File: src/rtl/inst_fetch_queue_if.sv
// Handshake bundle between fetch (PC/ROM) and decode around inst_fetch_queue.
interface inst_fetch_queue_if #(
  parameter int ADDR_WIDTH = 32,
  parameter int DATA_WIDTH = 32
);
  logic                  fetch_valid;
  logic [ADDR_WIDTH-1:0] fetch_pc;
  logic [DATA_WIDTH-1:0] fetch_inst;
  logic                  stall_pc;
  logic                  id_ready;
  logic                  id_valid;
  logic [ADDR_WIDTH-1:0] id_pc;
  logic [DATA_WIDTH-1:0] id_inst;
  logic                  id_exc_adel;

  modport master (
    output fetch_valid, fetch_pc, fetch_inst, id_ready,
    input  stall_pc, id_valid, id_pc, id_inst, id_exc_adel
  );

  modport slave (
    input  fetch_valid, fetch_pc, fetch_inst, id_ready,
    output stall_pc, id_valid, id_pc, id_inst, id_exc_adel
  );
endinterface

File: src/rtl/inst_fetch_queue.sv
// Decoupling FIFO between instruction fetch and decode; stalls the PC when full
// and discards all buffered entries on an exception/redirect flush.
module inst_fetch_queue #(
  parameter int DEPTH      = 4,
  parameter int ADDR_WIDTH = 32,
  parameter int DATA_WIDTH = 32,
  parameter int CNT_WIDTH  = 3
) (
  input  logic                 clk,
  input  logic                 rst,
  input  logic                 flush,
  inst_fetch_queue_if.slave    bus,
  output logic [CNT_WIDTH-1:0] count
);
  localparam int PTR_WIDTH = $clog2(DEPTH);

  typedef struct packed {
    logic [ADDR_WIDTH-1:0] pc;
    logic [DATA_WIDTH-1:0] inst;
    logic                  adel;
  } entry_t;

  entry_t               mem_q [DEPTH];
  entry_t               mem_d [DEPTH];
  logic [PTR_WIDTH-1:0] rd_ptr_q, rd_ptr_d;
  logic [PTR_WIDTH-1:0] wr_ptr_q, wr_ptr_d;
  logic [CNT_WIDTH-1:0] count_q, count_d;
  logic                 full_s, empty_s, deq_s, enq_s;
  entry_t               new_entry_s, head_s;

  // Handshake decode; a full queue still accepts when the head leaves this cycle.
  always_comb begin
    full_s       = (count_q == CNT_WIDTH'(DEPTH));
    empty_s      = (count_q == {CNT_WIDTH{1'b0}});
    deq_s        = !empty_s & bus.id_ready & !flush;
    enq_s        = bus.fetch_valid & !flush & (!full_s | deq_s);
    bus.stall_pc = !flush & full_s & !deq_s;
  end

  // Misaligned fetches carry a zeroed instruction so decode never sees stale ROM data.
  always_comb begin
    new_entry_s.pc   = bus.fetch_pc;
    new_entry_s.adel = (bus.fetch_pc[1:0] != 2'b00);
    if (new_entry_s.adel) begin
      new_entry_s.inst = {DATA_WIDTH{1'b0}};
    end else begin
      new_entry_s.inst = bus.fetch_inst;
    end
  end

  always_comb begin
    mem_d    = mem_q;
    rd_ptr_d = rd_ptr_q;
    wr_ptr_d = wr_ptr_q;
    count_d  = count_q;
    if (flush) begin
      rd_ptr_d = {PTR_WIDTH{1'b0}};
      wr_ptr_d = {PTR_WIDTH{1'b0}};
      count_d  = {CNT_WIDTH{1'b0}};
    end else begin
      if (enq_s) begin
        mem_d[wr_ptr_q] = new_entry_s;
        wr_ptr_d        = wr_ptr_q + PTR_WIDTH'(1);
      end else begin
        wr_ptr_d = wr_ptr_q;
      end
      if (deq_s) begin
        rd_ptr_d = rd_ptr_q + PTR_WIDTH'(1);
      end else begin
        rd_ptr_d = rd_ptr_q;
      end
      case ({enq_s, deq_s})
        2'b10:   count_d = count_q + CNT_WIDTH'(1);
        2'b01:   count_d = count_q - CNT_WIDTH'(1);
        default: count_d = count_q;
      endcase
    end
  end

  always_ff @(posedge clk) begin
    if (rst) begin
      rd_ptr_q <= {PTR_WIDTH{1'b0}};
      wr_ptr_q <= {PTR_WIDTH{1'b0}};
      count_q  <= {CNT_WIDTH{1'b0}};
    end else begin
      rd_ptr_q <= rd_ptr_d;
      wr_ptr_q <= wr_ptr_d;
      count_q  <= count_d;
    end
  end

  // Storage is left unreset; empty_s masks whatever it holds.
  always_ff @(posedge clk) begin
    mem_q <= mem_d;
  end

  always_comb begin
    head_s = mem_q[rd_ptr_q];
    if (empty_s) begin
      bus.id_valid    = 1'b0;
      bus.id_pc       = {ADDR_WIDTH{1'b0}};
      bus.id_inst     = {DATA_WIDTH{1'b0}};
      bus.id_exc_adel = 1'b0;
    end else begin
      bus.id_valid    = 1'b1;
      bus.id_pc       = head_s.pc;
      bus.id_inst     = head_s.inst;
      bus.id_exc_adel = head_s.adel;
    end
  end

  assign count = count_q;
endmodule
File: src/flat_wrapper.sv
// flat-port wrapper written by rule: the top's interface ports become plain ports
module inst_fetch_queue_flat 
#(
  parameter int DEPTH      = 4,
  parameter int ADDR_WIDTH = 32,
  parameter int DATA_WIDTH = 32,
  parameter int CNT_WIDTH  = 3
)
  (clk, rst, flush, count, bus_fetch_valid, bus_fetch_pc, bus_fetch_inst, bus_id_ready, bus_stall_pc, bus_id_valid, bus_id_pc, bus_id_inst, bus_id_exc_adel);
  inst_fetch_queue_if #(.ADDR_WIDTH(ADDR_WIDTH), .DATA_WIDTH(DATA_WIDTH)) bus_i ();
  input  logic clk;
  input  logic rst;
  input  logic flush;
  output logic [CNT_WIDTH-1:0] count;
  input wire logic [$bits(bus_i.fetch_valid)-1:0] bus_fetch_valid;
  input wire logic [$bits(bus_i.fetch_pc)-1:0] bus_fetch_pc;
  input wire logic [$bits(bus_i.fetch_inst)-1:0] bus_fetch_inst;
  input wire logic [$bits(bus_i.id_ready)-1:0] bus_id_ready;
  output wire logic [$bits(bus_i.stall_pc)-1:0] bus_stall_pc;
  output wire logic [$bits(bus_i.id_valid)-1:0] bus_id_valid;
  output wire logic [$bits(bus_i.id_pc)-1:0] bus_id_pc;
  output wire logic [$bits(bus_i.id_inst)-1:0] bus_id_inst;
  output wire logic [$bits(bus_i.id_exc_adel)-1:0] bus_id_exc_adel;
  assign bus_i.fetch_valid = bus_fetch_valid;
  assign bus_i.fetch_pc = bus_fetch_pc;
  assign bus_i.fetch_inst = bus_fetch_inst;
  assign bus_i.id_ready = bus_id_ready;
  assign bus_stall_pc = bus_i.stall_pc;
  assign bus_id_valid = bus_i.id_valid;
  assign bus_id_pc = bus_i.id_pc;
  assign bus_id_inst = bus_i.id_inst;
  assign bus_id_exc_adel = bus_i.id_exc_adel;
  inst_fetch_queue #(.DEPTH(DEPTH), .ADDR_WIDTH(ADDR_WIDTH), .DATA_WIDTH(DATA_WIDTH), .CNT_WIDTH(CNT_WIDTH)) u_core (.clk(clk), .rst(rst), .flush(flush), .bus(bus_i), .count(count));
endmodule
File: config.mk
export PLATFORM = sky130hd
export DESIGN_NAME = inst_fetch_queue_flat
export DESIGN_NICKNAME = d
export VERILOG_FILES = /design/src/rtl/inst_fetch_queue_if.sv /design/src/rtl/inst_fetch_queue.sv /design/src/flat_wrapper.sv
export SDC_FILE = /design/constraint.sdc
export NUM_CORES = 1
export LEC_CHECK = 0
export BUFFER_PORTS_ARGS = -buffer_cell sky130_fd_sc_hd__buf_2
export CAP_MARGIN = 20
export CORE_ASPECT_RATIO = 0.7
export CORE_MARGIN = 5
export CORE_UTILIZATION = 62
export CTS_CLUSTER_SIZE = 24
export DETAILED_ROUTE_END_ITERATION = 10
export HOLD_SLACK_MARGIN = 0.1
export PLACE_DENSITY = 0.86
export SETUP_SLACK_MARGIN = 0.4
export SLEW_MARGIN = 10
export SYNTH_ARGS = -nofsm -noshare
export SYNTH_HDL_FRONTEND = slang
export SYNTH_SLANG_ARGS = --single-unit
File: constraint.sdc
create_clock -name clk -period 7.95 [get_ports clk]
set_clock_uncertainty 0.2 [all_clocks]
set_input_delay 0.795 -clock clk [delete_from_list [all_inputs] [get_ports clk]]
set_output_delay 0.795 -clock clk [all_outputs]
set_load 0.05 [all_outputs]
Word level (Yosys, flattened, before mapping)
Index checks and enable logic that the tools add are counted.
{ "op_classes": {"mux": 12, "reduce_logical": 10, "n_addsub": 4, "n_eq_ne": 3, "magnitude_cmp": 3, "bitwise_logic": 10} }
{ "op_table": {"columns": ["op", "count"], "rows": [
  ["bitwise mux 260 bit", 1],
  ["2-to-1 mux 65 bit", 3],
  ["binary-select mux 65 bit (select 2 bit)", 1],
  ["demux 65 bit (select 2 bit)", 1],
  ["2-to-1 mux 32 bit", 3],
  ["AND 1 bit", 6],
  ["greater-or-equal comparator 3 bit, second input constant", 2],
  ["NOT 2 -> 3 bit", 2],
  ["case mux 3 bit (2 select lines)", 1],
  ["adder 2 x 1 -> 2 bit, second input constant", 2],
  ["zero test 1 bit", 4],
  ["nonzero test 2 bit", 2],
  ["adder 3 x 1 -> 3 bit, second input constant", 1],
  ["== test 3 bit, second input constant", 1],
  ["zero test 3 bit", 1],
  ["less-than comparator 3 x 1 -> 1 bit, second input constant", 1],
  ["subtractor 3 x 1 -> 3 bit, second input constant", 1],
  ["== test 2 x 1 -> 1 bit, second input constant", 1],
  ["== test 2 bit, second input constant", 1],
  ["2-to-1 mux 1 bit", 2],
  ["AND reduction 2 bit", 1],
  ["OR reduction 2 bit", 1],
  ["logical AND 1 bit", 1],
  ["NOT 1 bit", 1],
  ["OR 1 bit", 1]
]} }
{ "totals": {"elab_cells": 57, "ff_bits": 267, "input_bits": 69} }

Logic depth before layout (Yosys ltp)
Gate-level depths: netlist of the first run.
{ "logic_depth": {"word_depth": 8, "mapped_depth": 9, "mapped_depth_nobuf": 9} }

Worst setup path before layout of the first run
Ideal clock, no wire load.
{ "synth_timing": {"kind": "flip-flop to flip-flop", "from": "register u_core.count_q[0] (netlist: u_core.count[0])", "to": "register u_core.mem_q[0] in the netlist's numbering (enable)", "setup_ps": 430, "arrival_time_ps": 2819, "required_time_ps": 7320, "period_less_slack_ps": 3449, "setup_slack_ps": 4501, "path_stages_with_launch": 4, "path_cell_list": "dfxtp_1 > or4b_1 > nor3b_1 > and2_1"} }
{ "synth_between": {"elab_chain_cells": 7} }
{ "synth_rtl": {"columns": ["item", "line", "rtl"], "rows": [
  ["start, declared", "inst_fetch_queue.sv:27", "logic [CNT_WIDTH-1:0] count_q, count_d;"],
  ["start signal, assigned", "inst_fetch_queue.sv:84", "count_q <= {CNT_WIDTH{1'b0}};"],
  ["start signal, assigned", "inst_fetch_queue.sv:88", "count_q <= count_d;"],
  ["zero test 3 bit", "inst_fetch_queue.sv:34", "empty_s = (count_q == {CNT_WIDTH{1'b0}});"],
  ["zero test 1 bit", "inst_fetch_queue.sv:35", "deq_s = !empty_s & bus.id_ready & !flush;"],
  ["AND 1 bit (2 in series)", "inst_fetch_queue.sv:35", null],
  ["OR 1 bit (*)", "inst_fetch_queue.sv:36", "enq_s = bus.fetch_valid & !flush & (!full_s | deq_s);"],
  ["AND 1 bit (*)", "inst_fetch_queue.sv:36", null],
  ["AND reduction 2 bit (no source line) (*)", null, null],
  ["end signal, assigned", "inst_fetch_queue.sv:94", "mem_q <= mem_d;"],
  ["end, declared", "inst_fetch_queue.sv:23", "entry_t mem_q [DEPTH];"]
]} }
Every way passes the cells marked *; elsewhere a longest branch is shown, timed or not.
A chain may end at the register's enable or synchronous reset.

Worst setup path in the final report of the first run
{ "layout_timing": {"from": "register u_core.rd_ptr_q[0]", "to": "output port bus_id_inst[1]"} }
{ "layout_between": {"elab_chain_cells": 5} }
{ "layout_rtl": {"columns": ["item", "line", "rtl"], "rows": [
  ["start, declared", "inst_fetch_queue.sv:25", "logic [PTR_WIDTH-1:0] rd_ptr_q, rd_ptr_d;"],
  ["start signal, assigned", "inst_fetch_queue.sv:82", "rd_ptr_q <= {PTR_WIDTH{1'b0}};"],
  ["start signal, assigned", "inst_fetch_queue.sv:86", "rd_ptr_q <= rd_ptr_d;"],
  ["NOT 2 -> 3 bit (implied by the code)", "inst_fetch_queue.sv:98", "head_s = mem_q[rd_ptr_q];"],
  ["binary-select mux 65 bit (select 2 bit)", "inst_fetch_queue.sv:98", null],
  ["2-to-1 mux 65 bit (implied by the code) (2 in series)", "inst_fetch_queue.sv:98", null],
  ["2-to-1 mux 32 bit", "inst_fetch_queue.sv:99", "if (empty_s) begin"],
  ["end, declared", "flat_wrapper.sv:22", "output wire logic [$bits(bus_i.id_inst)-1:0] bus_id_inst;"]
]} }
Every way passes these cells. The select of a mux whose other input is x is not followed.

==> summary.md, run 1 <==
| Metric | Value |
|---|---|
| Status | `complete, no violations` |
| H-tree depth | `1` |
| Normalized max-slew margin | `32.0%` |
| Vias in the first global route | `5536` |
| Setup violators final | `0` |
| Post-synthesis register bit count | `267` |
| CTS tree | `yes` |
| Final worst slack | `3950 ps` |
| Routed wire length | `20000 µm` |
| Post-CTS Resized | `0` |
| HPWL Detailed | `11400 µm` |
| Clock-pin slew on the worst setup and hold paths | `60 ps` |
| Worst-Skew Late Latency | `510 ps` |
| Slew Viols, Final | `0` |
| Clock Sink Count | `267` |
| Post-synthesis compound-gate area fraction | `0.381%` |
| Leakage Power | `4.19 nW` |
| Worst hold path class | `primary input to flip-flop` |
| Storage element area | `7960 µm²` |
| DRT antenna net count | `0` |
| Critical path, cell by cell | `buf_4, mux4_2, and2_1, buf_2` |
| Initial antenna violation count | `2` |
| Fillcell total | `1000` |
| Post-Synth XOR/XNOR Area | `0.333%` |
| Post-CTS Repair Setup Buffers | `0` |
| IO Port Bufs | `138` |
| Worst EP arrival | `3000 ps` |
| Crit path launch type | `flip-flop` |
| R2R depth | `9` |
| CTS buffer count | `25` |
| Post-Synth Simple-Gate Area | `6.87%` |
| Hold-fix buffers at CTS | `0` |
| Setup Crit Path Kind | `flip-flop to output port` |
| Largest net degree at the start of global routing | `67` |
| Core Box Area | `16500 µm²` |
| Commonest non-fill, non-tap cells in the layout | `260 x edfxtp_1, 138 x buf_2, 97 x and2_1, 65 x mux4_2, 25 x clkbuf_16` |
| Crit end category | `output port` |
| Syn. warnings | `0` |
| Main combinational cell family by area after synthesis | `multiplexers` |
| Die X | `166 µm` |
| Die height | `119 µm` |
| Proportion of synthesized area in mux cells | `14.1%` |
| Number of remaining DRC errors | `0` |
| Largest fanout on the critical path | `47` |
| Dpl ws | `4410 ps` |
| Number of synthesized flops with an enable pin | `260` |
| Fin util | `73.2%` |
| # IOs | `139` |
| Critical path's largest stage delay | `820 ps` |
| Multi-input gate area | `2380 µm²` |
| Row count | `39` |
| Starting density of the core | `63.8%` |
| Syn avg cell area | `20.9 µm²` |
| Critical path data required time | `6950 ps` |
| Max-cap violations | `0` |
| Drt first pass iters | `5` |
| Syn nets | `578` |
| Adder-cell share of the synthesized area | `0.785%` |
| Synthesized area | `10500 µm²` |
| Max Buffers Root-to-Sink | `3` |
| FFs w/ async S/R, synth | `0%` |
| VDD IR max | `0.179 mV` |
| Layout area overhead | `14.8%` |
| Critical path's slowest cell | `buf_4` |
| Die area | `19700 µm²` |
| Final period util | `50.3%` |
| Main synth FF type | `edfxtp_1` |
| Nets | `721` |
| Worst-margin pin slew | `1020 ps` |
| DR WL/cell | `22.5 µm` |
| Distinct cell type count after synthesis | `26` |
| RSZ-0062 raised after global routing | `no` |
| Area of placed instances | `11400 µm²` |
| GR Overflow Total | `0` |
| Final Hold Viols | `0` |
| First-pass GRT wire length | `31500 µm` |
| Root buf cell | `clkbuf_16` |
| PwrDens | `229 nW/µm²` |
| Drt first-iter violations | `486` |
| Vias per cell | `5.79` |
| Ant. Diodes | `0` |
| Crit path time final | `4000 ps` |
| GP Congestion | `0.723` |
| Register area share after synthesis | `75.5%` |
| Peak Freq | `250 MHz` |
| All-Layer GR Usage | `20.4%` |
| Via Count | `5145` |
| Commonest non-fill, non-tap cell in the layout | `edfxtp_1` |
| Setup TNS | `0 ps` |
| Synth Instances | `503` |
| Final Instance Area | `12100 µm²` |
| Hold depth | `1` |
| Hold_ws | `303 ps` |
| Layout cells sized above 1 | `37.3%` |
through the flow:
stage / power (W) / std cells
global placement: 0.00174 / 843
finish: 0.00277 / 888
CTS: 0.00279 / 887
floorplan: 0.00170 / 503
global route: 0.00287 / 888
detailed placement: 0.00175 / 843
state kept, by name (all words and copies together) (netlist names):
name and cells:
u_core.mem_q 260, u_core.rd_ptr_q 2, u_core.count 3, u_core.wr_ptr_q 2
routing by layer:
layer | up-vias | global-route usage (%) | wire length (µm)
li1 | 2278 | - | -
met1 | 2617 | 28.9 | 8110
met2 | 210 | 33.5 | 9930
met3 | 36 | 4.74 | 1490
met4 | 4 | 3.97 | 413
met5 | - | 0 | 27
layout make-up:
| cell class | instances | area share (%) |
|---|---|---|
| sequential | 267 | 65.9 |
| timing repair buffer | 141 | 6.01 |
| clock buffer | 31 | 5.37 |
| inverter | 8 | 0.249 |
| clock inverter | 13 | 0.497 |
| multi-input combinational | 203 | 19.7 |
| tap | 225 | 2.33 |
logic make-up (layout without fill, tap and decap cells):
family	Yosys count	count (layout)
AO/OA/AOI/OAI	6	6
XOR/XNOR	4	4
adder cells (fa/ha/maj)	6	6
buffers and inverters	33	193
flip-flops	267	267
multiplexers	67	67
AND/OR/NAND/NOR	120	120
synth_stat cells, drive strengths merged, types with 2 or more instances:
master / number / area (µm²)
nand2: 4 / 15.0
mux4: 65 / 1460
clkbuf: 12 / 45.0
buf: 13 / 134
nor2: 9 / 33.8
mux2i: 2 / 20.0
edfxtp: 260 / 7810
or3: 2 / 12.5
a21oi: 2 / 10.0
and2: 101 / 632
dfxtp: 7 / 140
inv: 8 / 30.0
ha: 5 / 62.6
xor2: 4 / 35.0
worst paths after layout:
path / slack [ps] / start / end
worst min register to register: 320 / u_core.wr_ptr_q[0]$_SDFFE_PP0P_ / u_core.wr_ptr_q[0]$_SDFFE_PP0P_
worst min-delay path: 300 / bus_fetch_pc[31] / u_core.mem_q[64]$_DFFE_PP_
worst max register to register: 5190 / u_core.count[2]$_SDFFE_PP0P_ / u_core.count[2]$_SDFFE_PP0P_
worst max-delay path: 3950 / u_core.rd_ptr_q[0]$_SDFFE_PP0P_ / bus_id_inst[1]
critical path, delay by kind of cell, from the launching register on:
kind          cells  cell delay [ps]
buf+inv           2             1040
flops             1              600
mux               1              610
simple gates      1              200
where the power goes:
part | leakage, nW | internal (W) | switching (W)
registers | 2.43 | 0.00157 | 0.00000734
clock network | 0.348 | 0.000575 | 0.000474
logic | 1.41 | 0.0000510 | 0.0000971
No activity file was read; power rests on OpenSTA's default activity.
==> inputs of run 2 (changes only) <==
--- a/config.mk
+++ b/config.mk
@@ -5,15 +5,16 @@
 export SDC_FILE = /design/constraint.sdc
 export NUM_CORES = 1
 export LEC_CHECK = 0
+export ABC_AREA = 1
 export BUFFER_PORTS_ARGS = -buffer_cell sky130_fd_sc_hd__buf_2
 export CAP_MARGIN = 20
 export CORE_ASPECT_RATIO = 0.7
 export CORE_MARGIN = 5
-export CORE_UTILIZATION = 62
+export CORE_UTILIZATION = 52
 export CTS_CLUSTER_SIZE = 24
 export DETAILED_ROUTE_END_ITERATION = 10
 export HOLD_SLACK_MARGIN = 0.1
-export PLACE_DENSITY = 0.86
+export PLACE_DENSITY = 0.77
 export SETUP_SLACK_MARGIN = 0.4
 export SLEW_MARGIN = 10
 export SYNTH_ARGS = -nofsm -noshare
==> constraint.sdc (replaced) <==
create_clock -name clk -period 3.57 [get_ports clk]
set_clock_uncertainty 0.2 [all_clocks]
set_input_delay 0.357 -clock clk [delete_from_list [all_inputs] [get_ports clk]]
set_output_delay 0.357 -clock clk [all_outputs]
set_load 0.05 [all_outputs]
==> summary.md, run 2 <==
| Metric | Value |
|---|---|
| GR Overflow Total | `0 (unchanged)` |
| Status | `complete, no violations` |
| CTS buffer count | `25 (unchanged)` |
| Commonest non-fill, non-tap cell in the layout | `nor2_1` |
| Crit path launch type | `flip-flop` |
| IO Port Bufs | `138 (unchanged)` |
| Vias per cell | `5.25 (-9.4%)` |
| Max Buffers Root-to-Sink | `3 (unchanged)` |
| Worst hold path class | `primary input to flip-flop` |
| H-tree depth | `1 (unchanged)` |
| FFs w/ async S/R, synth | `0% (unchanged)` |
| CTS tree | `yes` |
| Vias in the first global route | `7086 (+28%)` |
| FF-to-FF setup slack | `1100 ps (-4090 ps)` |
| Area contributors post-synth | `edfxtp_1 72%, nor2_1 11%, o21ai_0 4.7%` |
| R2R Path End | `u_core.wr_ptr_q[1]$_SDFFE_PP0P_` |
| Clock Sink Count | `267 (unchanged)` |
| Die height | `131 µm (+9.9%)` |
| Worst-margin pin slew | `884 ps (-136 ps)` |
| Core Box Area | `20600 µm² (+25%)` |
| Die X | `183 µm (+10%)` |
| Setup Crit Path Kind | `flip-flop to output port` |
| Fin util | `65.0% (-8.2 points)` |
| Post-CTS Resized | `0 (unchanged)` |
| Final Instance Area | `13400 µm² (+11%)` |
| Initial antenna violation count | `1 (-1)` |
| Syn nets | `985 (+70%)` |
| R2R depth | `8 (-1)` |
| Largest reg by FF count | `u_core.mem_q` |
| PwrDens | `516 nW/µm² (+130%)` |
| Top-count cell post-synth | `nor2_1` |
| VDD IR max | `0.376 mV (+110%)` |
| HPWL Detailed | `13100 µm (+15%)` |
| Number of flip-flops under the largest register name | `260 (unchanged)` |
| Setup TNS | `0 ps (unchanged)` |
| Syn. warnings | `0 (unchanged)` |
| Layout cells sized above 1 | `18.1% (-19 points)` |
| Synth Instances | `910 (+81%)` |
| Main synth FF type | `edfxtp_1` |
| Max-cap violations | `0 (unchanged)` |
| Area fraction of the dominant cell type after synthesis | `72.1% (-2.2 points)` |
| All-Layer GR Usage | `20.3% (-0.050 points)` |
| Setup violators final | `0 (unchanged)` |
| DRT antenna net count | `0 (unchanged)` |
| End point of the critical path | `bus_id_pc[2]` |
| Worst EP arrival | `2380 ps (-620 ps)` |
| DR WL/cell | `17.7 µm (-21%)` |
| Peak Freq | `340 MHz` |
| Worst-Skew Late Latency | `510 ps (about the same)` |
| Via Count | `7342 (+43%)` |
| Hold_sp | `flush` |
| First-pass GRT wire length | `38300 µm (+22%)` |
| Crit end category | `output port` |
| Yosys top cell by area | `edfxtp_1` |
| Nets | `1180 (+64%)` |
| Fillcell total | `1485 (+49%)` |
| Hold_ws | `160 ps (-143 ps)` |
| Root buf cell | `clkbuf_16` |
| Die area | `23900 µm² (+21%)` |
| Number of remaining DRC errors | `0 (unchanged)` |
| Routed wire length | `24800 µm (+24%)` |
| CP startpoint | `u_core.count[0]$_SDFFE_PP0P_` |
| Area of placed instances | `11800 µm² (+3.6%)` |
| # IOs | `139 (unchanged)` |
| Row count | `44 (+13%)` |
| Synthesized area | `10800 µm² (+3.0%)` |
| Critical path data required time | `3010 ps (-3940 ps)` |
| Ant. Diodes | `0 (unchanged)` |
| Slew Viols, Final | `0 (unchanged)` |
| Leakage Power | `5.12 nW (+22%)` |
| Distinct cell type count after synthesis | `21 (-19%)` |
| Post-synthesis register bit count | `267 (unchanged)` |
| R2r startpoint | `u_core.wr_ptr_q[0]$_SDFFE_PP0P_` |
| Largest fanout on the critical path | `33 (-30%)` |
| Number of synthesized flops with an enable pin | `260 (unchanged)` |
| Drt first pass iters | `5 (unchanged)` |
| Layout area overhead | `23.5%` |
| Final Hold Viols | `0 (unchanged)` |
| Synth top cells by count | `304 x nor2_1, 260 x edfxtp_1, 101 x o21ai_0` |
| Normalized max-slew margin | `41.1% (+9.1 points)` |
| Crit path time final | `2940 ps` |
| Commonest non-fill, non-tap cells in the layout | `300 x nor2_1, 260 x edfxtp_1, 138 x buf_2, 101 x o21ai_0, 71 x dlygate4sd3_1` |
| Largest net degree at the start of global routing | `133 (+99%)` |
| RSZ-0062 raised after global routing | `no` |
| Syn avg cell area | `11.9 µm² (-43%)` |
| Drt first-iter violations | `706 (+45%)` |
| Register area share after synthesis | `73.3% (-2.2 points)` |
| Clock-pin slew on the worst setup and hold paths | `70 ps (about the same)` |
| Final period util | `82.3%` |
| Starting density of the core | `52.6% (-11 points)` |
| GP Congestion | `0.757 (+4.6%)` |
run 2: through the flow:
stage / worst slack (ps) / cells / power (W)
3_5_place_dp: 1120 / 1283 / 0.00401
3_3_place_gp: 1160 / 1283 / 0.00400
6_report: 631 / 1399 / 0.00691
5_1_grt: 456 / 1399 / 0.00713
4_1_cts: 608 / 1399 / 0.00694
2_1_floorplan: 143 / 910 / 0.00386
run 2: cell type report:
type	count	area [µm²]	area share, %
Timing Repair Buffer	223	1610	12.0
Clock inverter	18	279	2.08
Sequential cell	267	7950	59.4
Multi-Input combinational cell	535	2370	17.7
Inverter	53	200	1.50
Tap cell	276	345	2.58
Clock buffer	27	633	4.73
run 2: cell families after synthesis:
group                    after synthesis  share of synthesized area (%)
AND/OR/NAND/NOR                      326                           11.4
flip-flops                           267                           73.3
AO/OA/AOI/OAI                        203                           9.40
buffers and inverters                108                           5.07
adder cells (fa/ha/maj)                6                          0.762
run 2: worst min-delay path by stage:
stage                                                  to  cells after the start
final                     u_core.rd_ptr_q[1]$_SDFFE_PP0P_                      6
after global routing      u_core.rd_ptr_q[1]$_SDFFE_PP0P_                      6
after CTS                 u_core.rd_ptr_q[1]$_SDFFE_PP0P_                      6
after detailed placement  u_core.wr_ptr_q[1]$_SDFFE_PP0P_                      2
after global placement    u_core.wr_ptr_q[1]$_SDFFE_PP0P_                      2
after floorplan               u_core.mem_q[100]$_DFFE_PP_                      0
run 2: power breakdown:
part	total [W]	leakage [nW]	switching (W)	internal, W
clock network	0.00291	0.431	0.00111	0.00179
logic	0.000500	2.23	0.000345	0.000155
registers	0.00350	2.46	0.0000137	0.00349
run 2: worst max-delay path: stages (launching register included):
cell and delay (ps):
dfxtp_1 330, nor2_2 180, nand2_1 150, inv_2 570, buf_12 280, a21oi_1 90
buf_2 230
run 2: per-layer routing:
layer  routed length [µm]  share of wire (%)  up-vias  track usage, %
li1                     -                  -     3525               -
met1                10300                 42     3473            27.9
met2                12100                 49      310            35.0
met3                 2050                8.3       32            3.96
met4                  319                1.3        2            3.44
met5                   13              0.052        -               0
run 2: repair_timing:
action                                 4_1_cts  5_1_grt
setup buffers                                0        0
hold buffers                                71        0
endpoints found under the hold margin      263        0
==> inputs of run 3 (changes only) <==
--- a/config.mk
+++ b/config.mk
@@ -5,7 +5,7 @@
 export SDC_FILE = /design/constraint.sdc
 export NUM_CORES = 1
 export LEC_CHECK = 0
-export ABC_AREA = 1
+export ABC_AREA = 0
 export BUFFER_PORTS_ARGS = -buffer_cell sky130_fd_sc_hd__buf_2
 export CAP_MARGIN = 20
 export CORE_ASPECT_RATIO = 0.7
==> constraint.sdc (replaced) <==
create_clock -name clk -period 2.5 [get_ports clk]
set_clock_uncertainty 0.2 [all_clocks]
set_input_delay 0.25 -clock clk [delete_from_list [all_inputs] [get_ports clk]]
set_output_delay 0.25 -clock clk [all_outputs]
set_load 0.05 [all_outputs]
==> summary.md, run 3 (same netlist as run 1, synthesis figures left out) <==
| Metric | Value |
|---|---|
| Status | `finished with violations` |
| Failing checks | `negative setup slack` |
| Commonest non-fill, non-tap cell in the layout | `edfxtp_1` |
| Setup violators final | `40 (+40)` |
| HPWL Detailed | `11200 µm (-14%)` |
| Number of remaining DRC errors | `0 (unchanged)` |
| GP Congestion | `0.729 (-3.6%)` |
| Critical path, cell by cell | `or4b_4, nor3b_4, inv_2, ha_4, inv_2, fa_2, xor2_1, or3_1, a21oi_2` |
| Clock-pin slew on the worst setup and hold paths | `60 ps (about the same)` |
| Layout area overhead | `37.2%` |
| IO Port Bufs | `138 (unchanged)` |
| Largest fanout on the critical path | `2 (-94%)` |
| Power, Total | `0.00915 W (+32%)` |
| VDD IR max | `0.416 mV (+11%)` |
| Layout cells sized above 1 | `47.8% (+30 points)` |
| DR WL/cell | `24.6 µm (+39%)` |
| Final period util | `103%` |
| Leakage Power | `5.03 nW (-1.8%)` |
| Hold_ws | `232 ps (+71.6 ps)` |
| Worst EP arrival | `2820 ps (+440 ps)` |
| CTS buffer count | `25 (unchanged)` |
| Starting density of the core | `53.0% (+0.37 points)` |
| Final Hold Viols | `0 (unchanged)` |
| Root buf cell | `clkbuf_16` |
| Initial antenna violation count | `0 (-1)` |
| Post-Layout Cell Count | `1050 (-25%)` |
| WL met3 | `2250 µm (+10%)` |
| H-tree depth | `1 (unchanged)` |
| # IOs | `139 (unchanged)` |
| Setup Crit Path Kind | `flip-flop to flip-flop` |
| Ant. Diodes | `0 (unchanged)` |
| Clock Sink Count | `267 (unchanged)` |
| Number of flip-flops under the largest register name | `260 (unchanged)` |
| Crit path launch type | `flip-flop` |
| PwrDens | `634 nW/µm² (+23%)` |
| GR Overflow Total | `0 (unchanged)` |
| CTS tree | `yes` |
| Crit path time final | `2580 ps` |
| Nets | `837 (-29%)` |
| Vias per cell | `5.57 (+6.1%)` |
| Top Family by Delay on Critical Path | `simple AND/OR/NAND/NOR gates` |
| Max-cap violations | `0 (unchanged)` |
| Commonest non-fill, non-tap cells in the layout | `260 x edfxtp_1, 80 x and2_4, 71 x buf_2, 69 x dlygate4sd3_1, 65 x mux4_2` |
| Critical Path Stages | `9 (+3)` |
| Crit end category | `flip-flop` |
| Core Box Area | `19900 µm² (-3.6%)` |
| Vias in the first global route | `6147 (-13%)` |
| DRT antenna net count | `0 (unchanged)` |
| Largest reg by FF count | `u_core.mem_q` |
| Critical path data required time | `2740 ps (-270 ps)` |
| Fillcell total | `1116 (-25%)` |
| Die X | `180 µm (-1.4%)` |
| R2R depth | `9 (+1)` |
| Routed wire length | `25800 µm (+4.2%)` |
| Critical path's slowest cell | `or4b_4` |
| First-pass GRT wire length | `37000 µm (-3.3%)` |
| Drt first pass iters | `5 (unchanged)` |
| Dpl ws | `-73.2 ps (-1190 ps)` |
| Final worst slack | `-83.7 ps (-714 ps)` |
| RSZ-0062 raised after global routing | `yes` |
| Via Count | `5849 (-20%)` |
| Max Buffers Root-to-Sink | `3 (unchanged)` |
| Peak Freq | `387 MHz` |
| Multi-input gate area | `2710 µm² (+14%)` |
| Die area | `23200 µm² (-2.7%)` |
| DP Cell Count | `894 (-30%)` |
| Area of placed instances | `11500 µm² (-2.0%)` |
| Top layer in use | `met4` |
| Critical path's largest stage delay | `540 ps (-30 ps)` |
| Worst-Skew Late Latency | `520 ps (about the same)` |
| Row count | `43 (-2.3%)` |
| Worst-margin pin slew | `498 ps (-386 ps)` |
| Largest net degree at the start of global routing | `34 (-74%)` |
| Normalized max-slew margin | `66.8% (+26 points)` |
| Most frequent CP cell | `inv_2` |
| Hold depth | `5 (-1)` |
| Storage element area | `7970 µm² (+0.17%)` |
| Worst hold path class | `primary input to flip-flop` |
| Met2 WL | `12700 µm (+4.9%)` |
| CP bufs+invs | `2 (-1)` |
| Met1 Wirelength | `10400 µm (+0.79%)` |
| All-Layer GR Usage | `21.1% (+0.79 points)` |
| Drt first-iter violations | `492 (-30%)` |
| Slew Viols, Final | `0 (unchanged)` |
| Final Instance Area | `14400 µm² (+7.8%)` |
| Die height | `129 µm (-1.3%)` |
==> run 3: changes by cell type in the layout (fill, tap and decap cells not counted), moves of 65 or more <==
cell and delta:
o21ai_0 -100, mux4_2 +65, a21oi_1 -69, nor2_1 -294, and2_4 +80, buf_2 -67
==> run 3: metal layers <==
metal	track usage [%]	vias to the layer above
met2	36.1	271
met5	0	-
met1	28.5	3003
li1	-	2530
met4	5.02	0
met3	4.80	45
==> run 3: worst paths after layout <==
path	startpoint	endpoint	slack (ps)
worst max-delay path	u_core.count[1]$_SDFFE_PP0P_	u_core.count[2]$_SDFFE_PP0P_	-80
worst min-delay path	bus_id_ready	u_core.wr_ptr_q[1]$_SDFFE_PP0P_	230
worst max register to register	u_core.count[1]$_SDFFE_PP0P_	u_core.count[2]$_SDFFE_PP0P_	-80
worst min register to register	u_core.wr_ptr_q[1]$_SDFFE_PP0P_	u_core.wr_ptr_q[1]$_SDFFE_PP0P_	320
==> run 3: final cells by class <==
| class | count | area share, % |
|---|---|---|
| timing repair buffer | 245 | 18.5 |
| inverter | 8 | 0.208 |
| clock buffer | 31 | 4.49 |
| sequential | 267 | 55.2 |
| tap | 270 | 2.34 |
| multi-input combinational | 215 | 18.8 |
| clock inverter | 14 | 0.477 |
==> run 3: power by group <==
group	total, W	internal [W]	switching (W)
Clock	0.00339	0.00184	0.00155
Sequential	0.00500	0.00498	0.0000203
Combinational	0.000770	0.000371	0.000398
Total	0.00915	0.00718	0.00197
==> run 3: repair_timing <==
| action | in CTS | in global routing |
|---|---|---|
| pin swaps | 19 | 26 |
| resized for setup | 248 | 35 |
| setup buffers | 11 | 5 |
| gates cloned | 17 | 9 |
| endpoints found under the setup margin | 329 | 263 |
| endpoints found under the hold margin | 263 | 0 |
| hold buffers | 69 | 0 |
==> run 3: tightest hold or removal path: cells and delay by family <==
kind            cells  cell delay, ps
buf+inv             2             250
compound gates      1             200
mux                 1             130
simple gates        1              80
==> run 3: per-stage QoR <==
| step | setup TNS (ps) | utilization (%) |
|---|---|---|
| after floorplan | 0 | - |
| after global placement | 0 | 58.1 |
| after detailed placement | -73.2 | 58.1 |
| after CTS | -2190 | 71.3 |
| after global routing | -4450 | 72.7 |
| final | -1240 | 72.7 |
